`src/rtl/runmin_sweep_ctrl_pkg.sv`:
```
// runmin_sweep_ctrl shared types and constants.
// FSM state encoding, default widths, stall counter limits.
package runmin_ctrl_pkg;

  typedef enum logic [1:0] {
    IDLE,
    SWEEP,
    RESULT,
    FINISH
  } runmin_ctrl_state_t;

  localparam int LEAF_W_DEF  = 8;
  localparam int QUERY_W_DEF = 9;

  localparam int STALL_W = 16;
  localparam logic [STALL_W-1:0] STALL_MAX = '1;

  // Saturating increment for the stall counter.
  function automatic logic [STALL_W-1:0] stall_inc(
    input logic [STALL_W-1:0] v
  );
    return (v == STALL_MAX) ? v : v + 1'b1;
  endfunction

endpackage

```
`src/rtl/runmin_sweep_ctrl_if.sv`:
```
// Candidate, running-min and result handshakes of runmin_sweep_ctrl.
// master = controller side, slave = surrounding pipeline side.
interface runmin_sweep_ctrl_if
  import runmin_ctrl_pkg::*;
#(
  parameter int QUERY_W = QUERY_W_DEF
) ();

  logic               cand_valid;
  logic               cand_ready;
  logic               rm_valid;
  logic               rm_restart;
  logic               rm_query_last;
  logic               result_valid;
  logic               result_ready;
  logic [QUERY_W-1:0] result_query;

  modport master (
    input  cand_valid,
    input  result_ready,
    output cand_ready,
    output rm_valid,
    output rm_restart,
    output rm_query_last,
    output result_valid,
    output result_query
  );

  modport slave (
    output cand_valid,
    output result_ready,
    input  cand_ready,
    input  rm_valid,
    input  rm_restart,
    input  rm_query_last,
    input  result_valid,
    input  result_query
  );

endinterface

```
`src/rtl/runmin_sweep_ctrl_sweep_counter.sv`:
```
// Loadable up-counter with a terminal-count flag.
// tc is high while cnt equals last; the owner stops incrementing there.
module sweep_counter #(
  parameter int W = 8
) (
  input  logic         clk,
  input  logic         rst,
  input  logic         load,
  input  logic [W-1:0] load_val,
  input  logic         inc,
  input  logic [W-1:0] last,
  output logic [W-1:0] cnt,
  output logic         tc
);

  // Load has priority over increment.
  always_ff @(posedge clk or posedge rst) begin
    if (rst) begin
      cnt <= '0;
    end else if (load) begin
      cnt <= load_val;
    end else if (inc) begin
      cnt <= cnt + 1'b1;
    end
  end

  assign tc = (cnt == last);

endmodule

```
`src/rtl/runmin_sweep_ctrl.sv`:
```
// Per-query running-minimum sequencer for the KNN search pipeline.
// Optional stall counter enabled by defining RUNMIN_CTRL_PERF_EN.
module runmin_sweep_ctrl
  import runmin_ctrl_pkg::*;
#(
  parameter int LEAF_W  = LEAF_W_DEF,
  parameter int QUERY_W = QUERY_W_DEF
) (
  input  logic               clk,
  input  logic               rst,
  input  logic               start,
  input  logic [LEAF_W-1:0]  num_leaves,
  input  logic [QUERY_W-1:0] num_queries,
  runmin_sweep_ctrl_if.master bus,
  output logic               busy,
  output logic               done
`ifdef RUNMIN_CTRL_PERF_EN
  ,
  output logic [STALL_W-1:0] stall_cycles
`endif
);

  runmin_ctrl_state_t state_q;

  logic [LEAF_W-1:0]  nl_q;
  logic [QUERY_W-1:0] nq_q;
  logic               cand_ready_q;
  logic               result_valid_q;

  logic [LEAF_W-1:0]  leaf_cnt;
  logic               leaf_tc;
  logic [QUERY_W-1:0] query_cnt;
  logic               query_tc;

  logic start_go;
  logic counts_ok;
  logic accept;
  logic res_hs;

  assign start_go  = (state_q == IDLE) & start;
  assign counts_ok = (|num_leaves) & (|num_queries);
  assign accept    = bus.cand_valid & cand_ready_q;
  assign res_hs    = result_valid_q & bus.result_ready;

  sweep_counter #(
    .W(LEAF_W)
  ) u_leaf (
    .clk     (clk),
    .rst     (rst),
    .load    ((start_go & counts_ok) | (accept & leaf_tc)),
    .load_val('0),
    .inc     (accept & ~leaf_tc),
    .last    (nl_q - 1'b1),
    .cnt     (leaf_cnt),
    .tc      (leaf_tc)
  );

  sweep_counter #(
    .W(QUERY_W)
  ) u_query (
    .clk     (clk),
    .rst     (rst),
    .load    (start_go & counts_ok),
    .load_val('0),
    .inc     (res_hs & ~query_tc),
    .last    (nq_q - 1'b1),
    .cnt     (query_cnt),
    .tc      (query_tc)
  );

  // Sweep sequencing with registered handshake and status outputs.
  always_ff @(posedge clk or posedge rst) begin
    if (rst) begin
      state_q        <= IDLE;
      nl_q           <= '0;
      nq_q           <= '0;
      cand_ready_q   <= 1'b0;
      result_valid_q <= 1'b0;
      busy           <= 1'b0;
      done           <= 1'b0;
    end else begin
      unique case (state_q)
        IDLE: begin
          if (start) begin
            busy <= 1'b1;
            if (counts_ok) begin
              nl_q         <= num_leaves;
              nq_q         <= num_queries;
              cand_ready_q <= 1'b1;
              state_q      <= SWEEP;
            end else begin
              done    <= 1'b1;
              state_q <= FINISH;
            end
          end
        end
        SWEEP: begin
          if (accept && leaf_tc) begin
            cand_ready_q   <= 1'b0;
            result_valid_q <= 1'b1;
            state_q        <= RESULT;
          end
        end
        RESULT: begin
          if (bus.result_ready) begin
            result_valid_q <= 1'b0;
            if (query_tc) begin
              done    <= 1'b1;
              state_q <= FINISH;
            end else begin
              cand_ready_q <= 1'b1;
              state_q      <= SWEEP;
            end
          end
        end
        FINISH: begin
          done    <= 1'b0;
          busy    <= 1'b0;
          state_q <= IDLE;
        end
        default: begin
          state_q <= IDLE;
        end
      endcase
    end
  end

  assign bus.cand_ready    = cand_ready_q;
  assign bus.rm_valid      = accept;
  assign bus.rm_restart    = accept & (leaf_cnt == '0);
  assign bus.rm_query_last = accept & leaf_tc;
  assign bus.result_valid  = result_valid_q;
  assign bus.result_query  = query_cnt;

`ifdef RUNMIN_CTRL_PERF_EN
  logic stall_now;

  assign stall_now = ((state_q == SWEEP) & ~bus.cand_valid) |
                     ((state_q == RESULT) & ~bus.result_ready);

  // Starved or backpressured cycles, saturating; cleared per sweep.
  always_ff @(posedge clk or posedge rst) begin
    if (rst) begin
      stall_cycles <= '0;
    end else if (start_go) begin
      stall_cycles <= '0;
    end else if (stall_now) begin
      stall_cycles <= stall_inc(stall_cycles);
    end
  end
`endif

endmodule

```
`src/flat_wrapper.sv`:
```
// flat-port wrapper written by rule: the top's interface ports become plain ports
module runmin_sweep_ctrl_flat import runmin_ctrl_pkg::*;
#(
  parameter int LEAF_W  = LEAF_W_DEF,
  parameter int QUERY_W = QUERY_W_DEF
)
  (clk, rst, start, num_leaves, num_queries, busy, done, bus_cand_valid, bus_result_ready, bus_cand_ready, bus_rm_valid, bus_rm_restart, bus_rm_query_last, bus_result_valid, bus_result_query);
  runmin_sweep_ctrl_if #(.QUERY_W(QUERY_W)) bus_i ();
  input  logic clk;
  input  logic rst;
  input  logic start;
  input  logic [LEAF_W-1:0] num_leaves;
  input  logic [QUERY_W-1:0] num_queries;
  output logic busy;
  output logic done;
  input wire logic [$bits(bus_i.cand_valid)-1:0] bus_cand_valid;
  input wire logic [$bits(bus_i.result_ready)-1:0] bus_result_ready;
  output wire logic [$bits(bus_i.cand_ready)-1:0] bus_cand_ready;
  output wire logic [$bits(bus_i.rm_valid)-1:0] bus_rm_valid;
  output wire logic [$bits(bus_i.rm_restart)-1:0] bus_rm_restart;
  output wire logic [$bits(bus_i.rm_query_last)-1:0] bus_rm_query_last;
  output wire logic [$bits(bus_i.result_valid)-1:0] bus_result_valid;
  output wire logic [$bits(bus_i.result_query)-1:0] bus_result_query;
  assign bus_i.cand_valid = bus_cand_valid;
  assign bus_i.result_ready = bus_result_ready;
  assign bus_cand_ready = bus_i.cand_ready;
  assign bus_rm_valid = bus_i.rm_valid;
  assign bus_rm_restart = bus_i.rm_restart;
  assign bus_rm_query_last = bus_i.rm_query_last;
  assign bus_result_valid = bus_i.result_valid;
  assign bus_result_query = bus_i.result_query;
  runmin_sweep_ctrl #(.LEAF_W(LEAF_W), .QUERY_W(QUERY_W)) u_core (.clk(clk), .rst(rst), .start(start), .num_leaves(num_leaves), .num_queries(num_queries), .bus(bus_i), .busy(busy), .done(done));
endmodule
```
`config.mk`:
```
export PLATFORM = sky130hd
export DESIGN_NAME = runmin_sweep_ctrl_flat
export DESIGN_NICKNAME = d
export VERILOG_FILES = /design/src/rtl/runmin_sweep_ctrl_pkg.sv /design/src/rtl/runmin_sweep_ctrl_if.sv /design/src/rtl/runmin_sweep_ctrl_sweep_counter.sv /design/src/rtl/runmin_sweep_ctrl.sv /design/src/flat_wrapper.sv
export SDC_FILE = /design/constraint.sdc
export NUM_CORES = 1
export LEC_CHECK = 0
export ABC_AREA = 1
export CAP_MARGIN = 20
export CORE_UTILIZATION = 40
export CTS_BUF_LIST = sky130_fd_sc_hd__clkbuf_4 sky130_fd_sc_hd__clkbuf_8 sky130_fd_sc_hd__clkbuf_16
export DETAILED_ROUTE_END_ITERATION = 10
export PLACE_DENSITY = 0.64
export SLEW_MARGIN = 20
export SYNTH_ARGS = -nofsm -noshare
export SYNTH_HDL_FRONTEND = slang
export SYNTH_SLANG_ARGS = --single-unit
```
`constraint.sdc`:
```
create_clock -name clk -period 4.1 [get_ports clk]
set_input_delay 0.615 -clock clk [delete_from_list [all_inputs] [get_ports clk]]
set_output_delay 0.615 -clock clk [all_outputs]
set_load 0.03 [all_outputs]
```
==> out/results.ini <==
[outcome]
status=completed

[detailed_routing]
ant_nets=0
dr.pass1.iters=4
drtIter0Drc=118
via_count=2323
wire_per_inst_um=12.7
route.detailed.drc=0
via_per_inst=5.00
wl_um=5890

[timing]
slew_headroom_pct=42.3
slew_viol_final=0
period_share_pct=78.4
rsz0062_at_grt=no
setup_viol=0
tns_ns=0
tightest_slew_ns=0.863
skew_ns=0.0113
hold_viol_final=0
period_minus_slack_ns=3.22
fmax_mhz=311

[yosys]
syn_area_um2=2650
synth-seq-cells=40
ys_types=31
syn_nets=374
synth_area_per_cell_um2=7.62
synthCells=347
ys_seq_area_share_pct=37.8
synth_area_leaders=dfrtp_1 38%, nand2_1 11%, nand3_1 6.8%
synth_area_leader_cell=dfrtp_1
synth_warnings=0
yosys.area.top_type_share_pct=37.8

[clock_network]
post_cts_buffers=0
insertion_delay_ns=0.29
hold_buffers=0
cts_htree_levels=2
numCtsBuffers=5
cts_resized=0
cts.sinks=40
path_clk_slew_ns=0.08
root_buffer=clkbuf_8
cts_tree=yes
clock_path_buffers=2

[floorplanning]
core_area_um2=6350
die_w_um=83.3
die_y_um=83.3
io_pins=38
rows=29
die-area_um2=6940
start_util_pct=41.7

[worst_setup_path]
crit_slowest_cell=clkdlybuf4s50_1
path_cells=clkdlybuf4s50_1 > nand2_1 > inv_1 > nand3_1 > nor2_1 > nand3_1 > nor2_1 > nand3_1 > inv_1 > clkdlybuf4s50_1
cp.required_ns=3.48
critPathBufInv=4
timing.rr.start=u_core.state_q[0]$_DFFE_PP0P_
critPathKind=in -> out
r2r_slack_ns=1.78
rr_worst_depth=6
cp-end-kind=output port
r2r-end=u_core.u_leaf.cnt[5]$_DFFE_PP0P_
crit_path_frequent_cell=nand3_1
crit_family=buffers and inverters
slowest_delay_ns=0.66
cp-start-kind=primary input
arrival_ns=2.60
path_max_fanout=7

[layout]
fin_util_pct=50.6
nFillCells=609
final_layout_size_suffix_gt1_share_pct=11.3
area_delta_synth_final_pct=21.5
antenna_cells=0
fin_nets=414

[pwr]
vdd_drop_max_v=0.000367
clkPwrFrac_pct=15.9
p_seq_share_pct=33.4
sw_frac_of_total_pct=44.7
finalPower_mw=2.23
powerDensity_nw_per_um2=695
p_leak_nw=1.53
power.switching_uw=998
p_comb_share_pct=50.7
power.internal_mw=1.24

[job]
drv_cap=0

[hold_path]
hold_path_depth=2
min_to=u_core.bus.cand_ready$_DFFE_PP0P_
hold_class=reg -> reg
hp-start=u_core.bus.cand_ready$_DFFE_PP0P_

[global_route]
antenna_found_initial=0
grt_pass1_vias=2250
grt_first_pass_wirelength_um=10200
grt_usage_pct=18.1
grt_max_degree=29
grt-ovfl-total=0

[place]
gp_congestion=0.888
numPortBuffers=37
dpl.hpwl_um=4570

-- metrics by stage --
stage | cell area, µm² | hold slack, ns | worst slack (ns) | std cells
after floorplan | 2650 | 0.488 | 1.79 | 347
after global placement | 3070 | 0.491 | 0.932 | 456
after detailed placement | 3070 | 0.485 | 0.895 | 456
after CTS | 3200 | 0.506 | 0.888 | 464
after global routing | 3210 | 0.555 | 0.763 | 465
final | 3210 | 0.505 | 0.885 | 465
-- cells in the final DEF, fill, tap and decap left out, drive strengths merged --
cell / netlist / final
clkbuf: 1 / 7
a22o: 1 / 1
bufinv: 0 / 1
inv: 46 / 46
nor4: 4 / 4
buf: 6 / 3
mux2: 8 / 8
xnor2: 8 / 8
xor2: 18 / 18
o31ai: 3 / 3
nand3: 38 / 38
nor3: 7 / 7
nand4: 4 / 4
a21oi: 12 / 12
nand3b: 1 / 1
dfrtp: 40 / 40
nor2: 43 / 43
o21ai: 18 / 18
clkdlybuf4s50: 0 / 37
nand2: 84 / 84
ha: 5 / 5
-- layout make-up --
cell class | count | area [µm²] | share of cell area, %
Clock buffer | 7 | 96.3 | 3.00
Clock inverter | 1 | 30.0 | 0.935
Inverter | 46 | 173 | 5.37
Multi-Input combinational cell | 254 | 1420 | 44.1
Sequential cell | 40 | 1000 | 31.2
Tap cell | 77 | 96.3 | 3.00
Timing Repair Buffer | 40 | 400 | 12.5
-- routing by layer --
metal | vias to the layer above | track usage (%) | part of all wire (%)
met3 | 8 | 2.88 | 3.4
met2 | 54 | 31.8 | 48
met5 | - | 0 | 0
li1 | 1196 | - | -
met4 | 0 | 5.80 | 1.4
met1 | 1065 | 22.7 | 47
-- flip-flops by register name (all words and copies together), names as in the netlist --
register,flops
u_core.nl_q,8
u_core.u_query.cnt,9
u_core.nq_q,9
u_core.busy,1
u_core.u_leaf.cnt,8
u_core.done,1
u_core.state_q,2
u_core.bus.result_valid,1
u_core.bus.cand_ready,1
-- power groups by stage --
stage                     Sequential, mW  Clock, mW  Combinational [mW]
after floorplan                    0.801          0               0.785
after global placement             0.747          0                1.12
after detailed placement           0.751          0                1.14
after CTS                          0.744      0.363                1.14
after global routing               0.774      0.380                1.28
final                              0.747      0.355                1.13
-- tightest hold or removal path: cells and delay by family, from the launching register on --
| family | cells | cell delay (ns) |
|---|---|---|
| DFF | 1 | 0.37 |
| and+or+nand+nor | 2 | 0.11 |
-- Yosys cell counts --
cell       n
nand2_2    4
nand4_1    3
nand4_2    1
nor3_2     1
inv_1     44
nand3_2    2
nand2_4    1
nand3b_1   1
nor4_1     4
nor3_1     6
buf_4      2
dfrtp_1   40
nor2_4     2
nand3_1   36
xnor2_1    8
a21oi_1   12
inv_2      2
a22o_1     1
mux2_2     8
buf_12     1
o21ai_1    2
ha_1       5
o21ai_0    7
xor2_1    18
nor2_2     3
buf_2      3
clkbuf_2   1
nand2_1   79
o21ai_2    9
nor2_1    38
o31ai_1    3
-- worst max path at each step --
stage | from | cells after the start | slack [ns] | endpoint
after floorplan | bus_cand_valid | 8 | 1.79 | bus_rm_query_last
after global placement | bus_cand_valid | 10 | 0.93 | bus_rm_query_last
after detailed placement | bus_cand_valid | 10 | 0.89 | bus_rm_query_last
after CTS | bus_cand_valid | 10 | 0.89 | bus_rm_query_last
after global routing | bus_cand_valid | 10 | 0.76 | bus_rm_query_last
final | bus_cand_valid | 10 | 0.88 | bus_rm_query_last
-- cells by family (layout without fill, tap and decap cells) --
group | after synthesis | count (layout) | synth area share (%)
AND/OR/NAND/NOR | 181 | 181 | 31.0
buffers and inverters | 53 | 94 | 8.61
flip-flops | 40 | 40 | 37.8
AO/OA/AOI/OAI | 34 | 34 | 8.14
XOR/XNOR | 26 | 26 | 8.61
multiplexers | 8 | 8 | 3.41
adder cells (fa/ha/maj) | 5 | 5 | 2.37
(Power assumes the default switching activity.)
